[config.mk]
export PLATFORM = sky130hd
export DESIGN_NAME = pc_fetch_flat
export DESIGN_NICKNAME = d
export VERILOG_FILES = /design/src/rtl/pc_fetch_if.sv /design/src/rtl/pc_fetch.sv /design/src/flat_wrapper.sv
export SDC_FILE = /design/constraint.sdc
export NUM_CORES = 1
export LEC_CHECK = 0
export CORE_UTILIZATION = 45
export DETAILED_ROUTE_END_ITERATION = 7
export PLACE_DENSITY = 0.86
export RECOVER_POWER = 50
export SYNTH_ARGS = -nofsm -noshare
export SYNTH_HDL_FRONTEND = slang
export SYNTH_SLANG_ARGS = --single-unit
[constraint.sdc]
create_clock -name clk -period 1.87 [get_ports clk]
set_input_delay 0.2805 -clock clk [delete_from_list [all_inputs] [get_ports clk]]
set_output_delay 0.2805 -clock clk [all_outputs]
set_load 0.005 [all_outputs]
[src/rtl/pc_fetch_if.sv]
// pc_fetch_if: fetch-unit bus bundling the memory req/ack port and the decode/execute retire port.
interface pc_fetch_if #(
  parameter int ADDR_W = 16,
  parameter int DATA_W = 16
);
  logic [ADDR_W-1:0] mem_addr;
  logic              mem_req;
  logic              mem_ack;
  logic [DATA_W-1:0] mem_rdata;
  logic [DATA_W-1:0] instr;
  logic              instr_valid;
  logic              instr_ready;
  logic              jmp;
  logic              incr;
  logic [ADDR_W-1:0] jmp_target;
  logic              halt;
  logic              halted;
  logic [15:0]       retired;
  modport master (
    output mem_addr, mem_req, instr, instr_valid, halted, retired,
    input  mem_ack, mem_rdata, instr_ready, jmp, incr, jmp_target, halt
  );
  modport slave (
    input  mem_addr, mem_req, instr, instr_valid, halted, retired,
    output mem_ack, mem_rdata, instr_ready, jmp, incr, jmp_target, halt
  );
endinterface

[src/rtl/pc_fetch.sv]
// pc_fetch: program counter and req/ack instruction fetch sequencer with retire count and sticky halt.
module pc_fetch #(
  parameter int                ADDR_W   = 16,
  parameter int                DATA_W   = 16,
  parameter logic [ADDR_W-1:0] RESET_PC = '0
) (
  input logic         clk,
  input logic         rst,
  pc_fetch_if.master  bus
);
  typedef enum logic [1:0] {IDLE, FETCH, HOLD, HALT} stateT;
  stateT             state, stateNext;
  logic [ADDR_W-1:0] pc, pcNext;
  logic [DATA_W-1:0] instrQ, instrNext;
  logic [15:0]       retiredQ, retiredNext;
  logic              memReqQ, instrValidQ, haltedQ;
  always_ff @(posedge clk or posedge rst) begin
    if (rst) begin
      state       <= IDLE;
      pc          <= RESET_PC;
      instrQ      <= '0;
      retiredQ    <= '0;
      memReqQ     <= 1'b0;
      instrValidQ <= 1'b0;
      haltedQ     <= 1'b0;
    end else begin
      state       <= stateNext;
      pc          <= pcNext;
      instrQ      <= instrNext;
      retiredQ    <= retiredNext;
      memReqQ     <= stateNext == FETCH;
      instrValidQ <= stateNext == HOLD;
      haltedQ     <= stateNext == HALT;
    end
  end
  always_comb begin
    stateNext   = state;
    pcNext      = pc;
    instrNext   = instrQ;
    retiredNext = retiredQ;
    unique case (state)
      IDLE:  stateNext = FETCH;
      FETCH: if (bus.mem_ack) begin
        instrNext = bus.mem_rdata;
        stateNext = HOLD;
      end
      HOLD:  if (bus.instr_ready) begin
        // jmp has priority; neither bit set re-fetches the current pc
        pcNext      = bus.jmp ? bus.jmp_target : bus.incr ? pc + ADDR_W'(1) : pc;
        retiredNext = retiredQ + 16'd1;
        stateNext   = bus.halt ? HALT : FETCH;
      end
      default: stateNext = HALT;
    endcase
  end
  assign bus.mem_addr    = pc;
  assign bus.mem_req     = memReqQ;
  assign bus.instr       = instrQ;
  assign bus.instr_valid = instrValidQ;
  assign bus.halted      = haltedQ;
  assign bus.retired     = retiredQ;
endmodule

[src/flat_wrapper.sv]
// flat-port wrapper written by rule: the top's interface ports become plain ports
module pc_fetch_flat 
#(
  parameter int                ADDR_W   = 16,
  parameter int                DATA_W   = 16,
  parameter logic [ADDR_W-1:0] RESET_PC = '0
)
  (clk, rst, bus_mem_addr, bus_mem_req, bus_instr, bus_instr_valid, bus_halted, bus_retired, bus_mem_ack, bus_mem_rdata, bus_instr_ready, bus_jmp, bus_incr, bus_jmp_target, bus_halt);
  pc_fetch_if #(.ADDR_W(ADDR_W), .DATA_W(DATA_W)) bus_i ();
  input logic clk;
  input logic rst;
  output wire logic [$bits(bus_i.mem_addr)-1:0] bus_mem_addr;
  output wire logic [$bits(bus_i.mem_req)-1:0] bus_mem_req;
  output wire logic [$bits(bus_i.instr)-1:0] bus_instr;
  output wire logic [$bits(bus_i.instr_valid)-1:0] bus_instr_valid;
  output wire logic [$bits(bus_i.halted)-1:0] bus_halted;
  output wire logic [$bits(bus_i.retired)-1:0] bus_retired;
  input wire logic [$bits(bus_i.mem_ack)-1:0] bus_mem_ack;
  input wire logic [$bits(bus_i.mem_rdata)-1:0] bus_mem_rdata;
  input wire logic [$bits(bus_i.instr_ready)-1:0] bus_instr_ready;
  input wire logic [$bits(bus_i.jmp)-1:0] bus_jmp;
  input wire logic [$bits(bus_i.incr)-1:0] bus_incr;
  input wire logic [$bits(bus_i.jmp_target)-1:0] bus_jmp_target;
  input wire logic [$bits(bus_i.halt)-1:0] bus_halt;
  assign bus_mem_addr = bus_i.mem_addr;
  assign bus_mem_req = bus_i.mem_req;
  assign bus_instr = bus_i.instr;
  assign bus_instr_valid = bus_i.instr_valid;
  assign bus_halted = bus_i.halted;
  assign bus_retired = bus_i.retired;
  assign bus_i.mem_ack = bus_mem_ack;
  assign bus_i.mem_rdata = bus_mem_rdata;
  assign bus_i.instr_ready = bus_instr_ready;
  assign bus_i.jmp = bus_jmp;
  assign bus_i.incr = bus_incr;
  assign bus_i.jmp_target = bus_jmp_target;
  assign bus_i.halt = bus_halt;
  pc_fetch #(.ADDR_W(ADDR_W), .DATA_W(DATA_W), .RESET_PC(RESET_PC)) u_core (.clk(clk), .rst(rst), .bus(bus_i));
endmodule
### Word level (Yosys, flattened, before mapping)

Cells that the tools add are included.

| storage, ports and cells | value |
|---|---|
| register bits after elaboration | 53 |
| output and inout bits | 51 |
| word-level logic and storage cells | 25 |

| operators by class | value |
|---|---|
| $add $sub $neg | 2 |
| equality and inequality tests | 5 |
| muxes and demuxes | 6 |
| reductions and logical operators | 5 |

Operator list:

| kind | count |
|---|---|
| 16-bit by 1-bit adder with 16-bit output (second input constant) | 2 |
| 16-bit 2-to-1 mux | 2 |
| 2-bit == test (second input constant) | 3 |
| 2-bit 2-to-1 mux | 3 |
| 2-bit one-hot mux with 3 select lines | 1 |
| 2-bit by 1-bit == test with 1-bit output (second input constant) | 2 |
| 2-bit AND reduction | 2 |
| 3-bit AND reduction | 1 |
| 2-bit logical NOT | 1 |
| 2-bit nonzero test | 1 |

### Logic depth before layout (Yosys ltp)

| logic depth | value |
|---|---|
| depth in word-level cells | 4 |
| gate-level depth with buffers | 7 |
| mapped depth without buffers | 5 |

### Worst setup path before layout

No wires, ideal clock.

| timing | value |
|---|---|
| path kind | flip-flop to flip-flop |
| from | register u_core.pc[0], in the netlist u_core.bus.mem_addr[0] |
| to | register u_core.pc[10], in the netlist u_core.bus.mem_addr[10] |
| library setup time | 0.121 ns |
| data arrival time | 1.506 ns |
| slack | 0.242 ns |
| stages on the path, launching flop included | 6 |
| buffers on the path | 0 |
| clock period less this slack | 1.628 ns |
| path through | dfrtp_1 > ha_1 > nand4_2 > nor4_2 > a21oi_1 > o22a_1 |

| between the ends | value |
|---|---|
| longest elaborated chain between the ends | 3 |

Ends and longest elaborated chain:

| item | line | RTL |
|---|---|---|
| start, declared | pc_fetch.sv:13 | `logic [ADDR_W-1:0] pc, pcNext;` |
| start signal, assigned | pc_fetch.sv:28 | `pc <= pcNext;` |
| 16-bit by 1-bit adder with 16-bit output | pc_fetch.sv:49 | `pcNext = bus.jmp ? bus.jmp_target : bus.incr ? pc + ADDR_W'(1) : pc;` |
| 16-bit 2-to-1 mux (2 in series) | pc_fetch.sv:49 |  |

Every way passes these cells. The select of a mux whose other input is x is not followed.
A chain may end at the register's enable or synchronous reset.

### Worst setup path in the final report

| timing | value |
|---|---|
| from | register u_core.pc[1], in the netlist u_core.bus.mem_addr[1] |
| to | register u_core.pc[10], in the netlist u_core.bus.mem_addr[10] |

Same word-level chain as after synthesis.

==> flow_summary.yaml <==
global_route:
  overflow: 0
  grt_max_degree: 54
  first_global_vias: 2185
  grt_pass1_wl_mm: 10.4
  antenna_found_initial: 0
  gr-usage-all-layers: 0.218
finish:
  drive_gt1_frac: 0.128
  nNetsFinal: 376
  fillerInstances: 438
  antenna-diode-count: 0
  area_growth_pct: 43.7
logic_synthesis:
  synth_top_family_by_area: "simple AND/OR/NAND/NOR gates"
  yosys_warnings: 0
  yosysUniqueCellTypes: 49
  synthAdderAreaFrac: 0.00974
  synth_ff_type: "dfrtp_1"
  muxShareOfSynthArea: 0.0818
  synth_edf_count: 0
  netlist.area_leader.share: 0.516
  syn_nets: 277
  netlist.top_cell.by_area: "dfrtp_1"
  netlist_instances: 236
  netlist_area_mm2: 0.00257
  synth_async_sr_flop_share: 1.00
  synth_compound_area_frac: 0.104
  synth-seq-area-share: 0.516
  synth.area.top_cells: "dfrtp_1 (52%), mux2_2 (7.0%), xnor2_1 (3.8%), nand2_1 (2.5%), nor2_1 (2.5%)"
  yosys.area_share.simple: 0.199
  synth.avg_cell_area_um2: 10.9
  synth_xor_area_frac: 0.0511
  ys_seq_elements: 53
critical_path:
  cp.arrival_ns: 2.01
  slowest_delay_ns: 0.52
  worstSetupStartpointType: "flop"
  path_delay_family: "simple AND/OR/NAND/NOR gates"
  crit_required_ns: 2.11
  r2r-start: "u_core.bus.mem_addr[1]"
  worstSetupPathType: "reg -> reg"
  critical_path_buf_inv_count: 0
  path_max_fanout: 5
  worst_setup_path_end_kind: "flop"
  cp-startpoint: "u_core.bus.mem_addr[1]"
  cpMaxStageDelayCell: "or4_1"
  cp_cell_sequence: "ha_1 > nand4_2 > or4_1 > a21oi_1 > o22a_1"
power:
  p_per_area_mw_per_mm2: 847
  p_sw_uw: 781
  cellLeakagePower_uw: 0.00157
  p_sw_frac: 0.250
  p_total_uw: 3130
  intPower_uw: 2350
  seq_power_share: 0.471
  clock_power_share: 0.288
  p_comb_frac: 0.240
  ir_worst_vdd_uv: 706
route:
  dr_wl_met2_mm: 3.13
  detail-route-antenna-nets: 0
  drt-initial-drc-count: 196
  routed_wl_mm: 6.08
  top_layer: "met4"
  wl_met1_mm: 2.54
  dr_wl_met3_um: 286
  drc: 0
  drt-vias-per-instance: 5.48
  vias: 2234
  wl_per_cell_um: 14.9
  drt_pass1_iterations: 4
status:
  status: "finished clean"
timing:
  rsz0062_at_grt: "no"
  hold_violations: 0
  relSlewSlack: 0.155
  period_needed_ns: 1.76
  drv_slew: 0
  worst_pin_slew_ns: 1.27
  setup_viol: 0
  setup_tns_ns: 0
  fin_ws_ns: 0.108
  clock_skew_ns: 0.00612
  fin_crit_sh: 0.942
  max_freq_mhz: 567
placement:
  dp.final_hpwl_mm: 4.46
  gp_congestion: 0.845
  port_buffers: 89
  place_ws_ns: 0.0344
cts:
  clkSinkCount: 53
  cts_hold_buf: 0
  clock_path_buffers: 2
  clock_latency_ns: 0.30
  cts_tree: "yes"
  cts.clk_slew.worst_paths_ns: 0.10
  htree_levels: 2
  postCtsResizedCells: 0
  cts_buffers: 5
  clockRootBuffer: "clkbuf_8"
  cts_setup_buffers: 0
die:
  pin_count: 90
  die_x_um: 77.6
  initial_core_util: 0.466
  dieArea_mm2: 0.00601
  die_height_um: 77.6
  fp-row-count: 27
  core_area_mm2: 0.00551
flow_run:
  maxCapViolations: 0
hold_path:
  min-delay-start: "u_core.bus.retired[15]"
  hold_class: "reg -> reg"
-- area by class of cell --
cell class	count	area, µm²	share of cell area
clock buffer	5	68.8	0.0186
inverter	10	37.5	0.0102
clock inverter	3	65.1	0.0176
multi-input combinational	164	1130	0.306
tap	72	90.1	0.0244
timing repair buffer	101	972	0.263
sequential	53	1330	0.359
-- power by group through the flow --
stage / combinational (µW) / clock (µW) / sequential, µW
floorplan: 245 / 0 / 1490
global placement: 743 / 0 / 1480
detailed placement: 762 / 0 / 1490
CTS: 769 / 918 / 1470
global route: 815 / 970 / 1500
finish: 751 / 902 / 1470
-- kinds of logic (layout without fill, tap and decap cells) --
family / Yosys count / after routing
AND/OR/NAND/NOR: 87 / 87
buffers and inverters: 19 / 119
AO/OA/AOI/OAI: 41 / 41
multiplexers: 19 / 19
flip-flops: 53 / 53
adder cells (fa/ha/maj): 2 / 2
XOR/XNOR: 15 / 15
-- routing by layer --
layer  vias up  track usage
li1       1049            -
met1      1088        0.275
met3        12       0.0471
met2        85        0.367
met4         0       0.0811
met5         -            0
-- synthesized netlist by cell type (2+ instances only) --
| library cell | number |
|---|---|
| nand3b_1 | 2 |
| buf_2 | 2 |
| nor2b_1 | 2 |
| ha_1 | 2 |
| clkbuf_1 | 2 |
| nand4_1 | 7 |
| nand2b_1 | 2 |
| nor4_2 | 3 |
| o21ai_1 | 3 |
| xnor2_1 | 11 |
| o2bb2ai_1 | 2 |
| a31oi_1 | 3 |
| buf_4 | 2 |
| nor2_1 | 17 |
| nand3_2 | 2 |
| nor3_1 | 3 |
| mux2i_1 | 3 |
| nor4_1 | 5 |
| o22a_1 | 3 |
| o21ai_0 | 6 |
| nand2_1 | 17 |
| o21a_1 | 2 |
| nand3_1 | 12 |
| and3_1 | 7 |
| mux2_2 | 16 |
| dfrtp_1 | 53 |
| inv_1 | 10 |
| a21oi_1 | 12 |
| xor2_1 | 4 |
| a221oi_1 | 2 |
-- through the flow --
stage	hold WS [ns]	cells	cell area [µm²]	utilization
after floorplan	0.397	236	2570	-
after global placement	0.463	400	3590	0.652
after detailed placement	0.465	400	3590	0.652
after CTS	0.345	408	3720	0.676
after global routing	0.515	408	3690	0.670
final	0.473	408	3690	0.670
-- path summary, 6_finish.rpt --
check / to / slack, ns / cells past startpoint
max reg2reg: u_core.bus.mem_addr[10] / 0.11 / 5
min: u_core.bus.retired[15] / 0.47 / 1
max: u_core.bus.mem_addr[10] / 0.11 / 5
min reg2reg: u_core.bus.retired[15] / 0.47 / 1
max in group asynchronous: u_core.bus.instr[2] / 0.42 / 3
min in group asynchronous: u_core.bus.mem_addr[10] / 0.70 / 3
-- sequential cells by signal, summed over array words and instances, names as in the netlist --
signal                  count
u_core.bus.retired         16
u_core.bus.instr_valid      1
u_core.bus.halted           1
u_core.state                2
u_core.bus.mem_req          1
u_core.bus.instr           16
u_core.bus.mem_addr        16
-- cells in the final DEF, fill, tap and decap left out, types with 6 or more instances in the layout --
cell type and instances:
clkdlybuf4s50_1 88, and3_1 7, mux2_2 16, inv_1 9, nand3_1 12, a21oi_1 12, xnor2_1 11, buf_4 9
dfrtp_1 53, nor2_1 17, o21ai_0 6, nand2_1 17, nand4_1 7
Power figures use the tool's default switching activity.
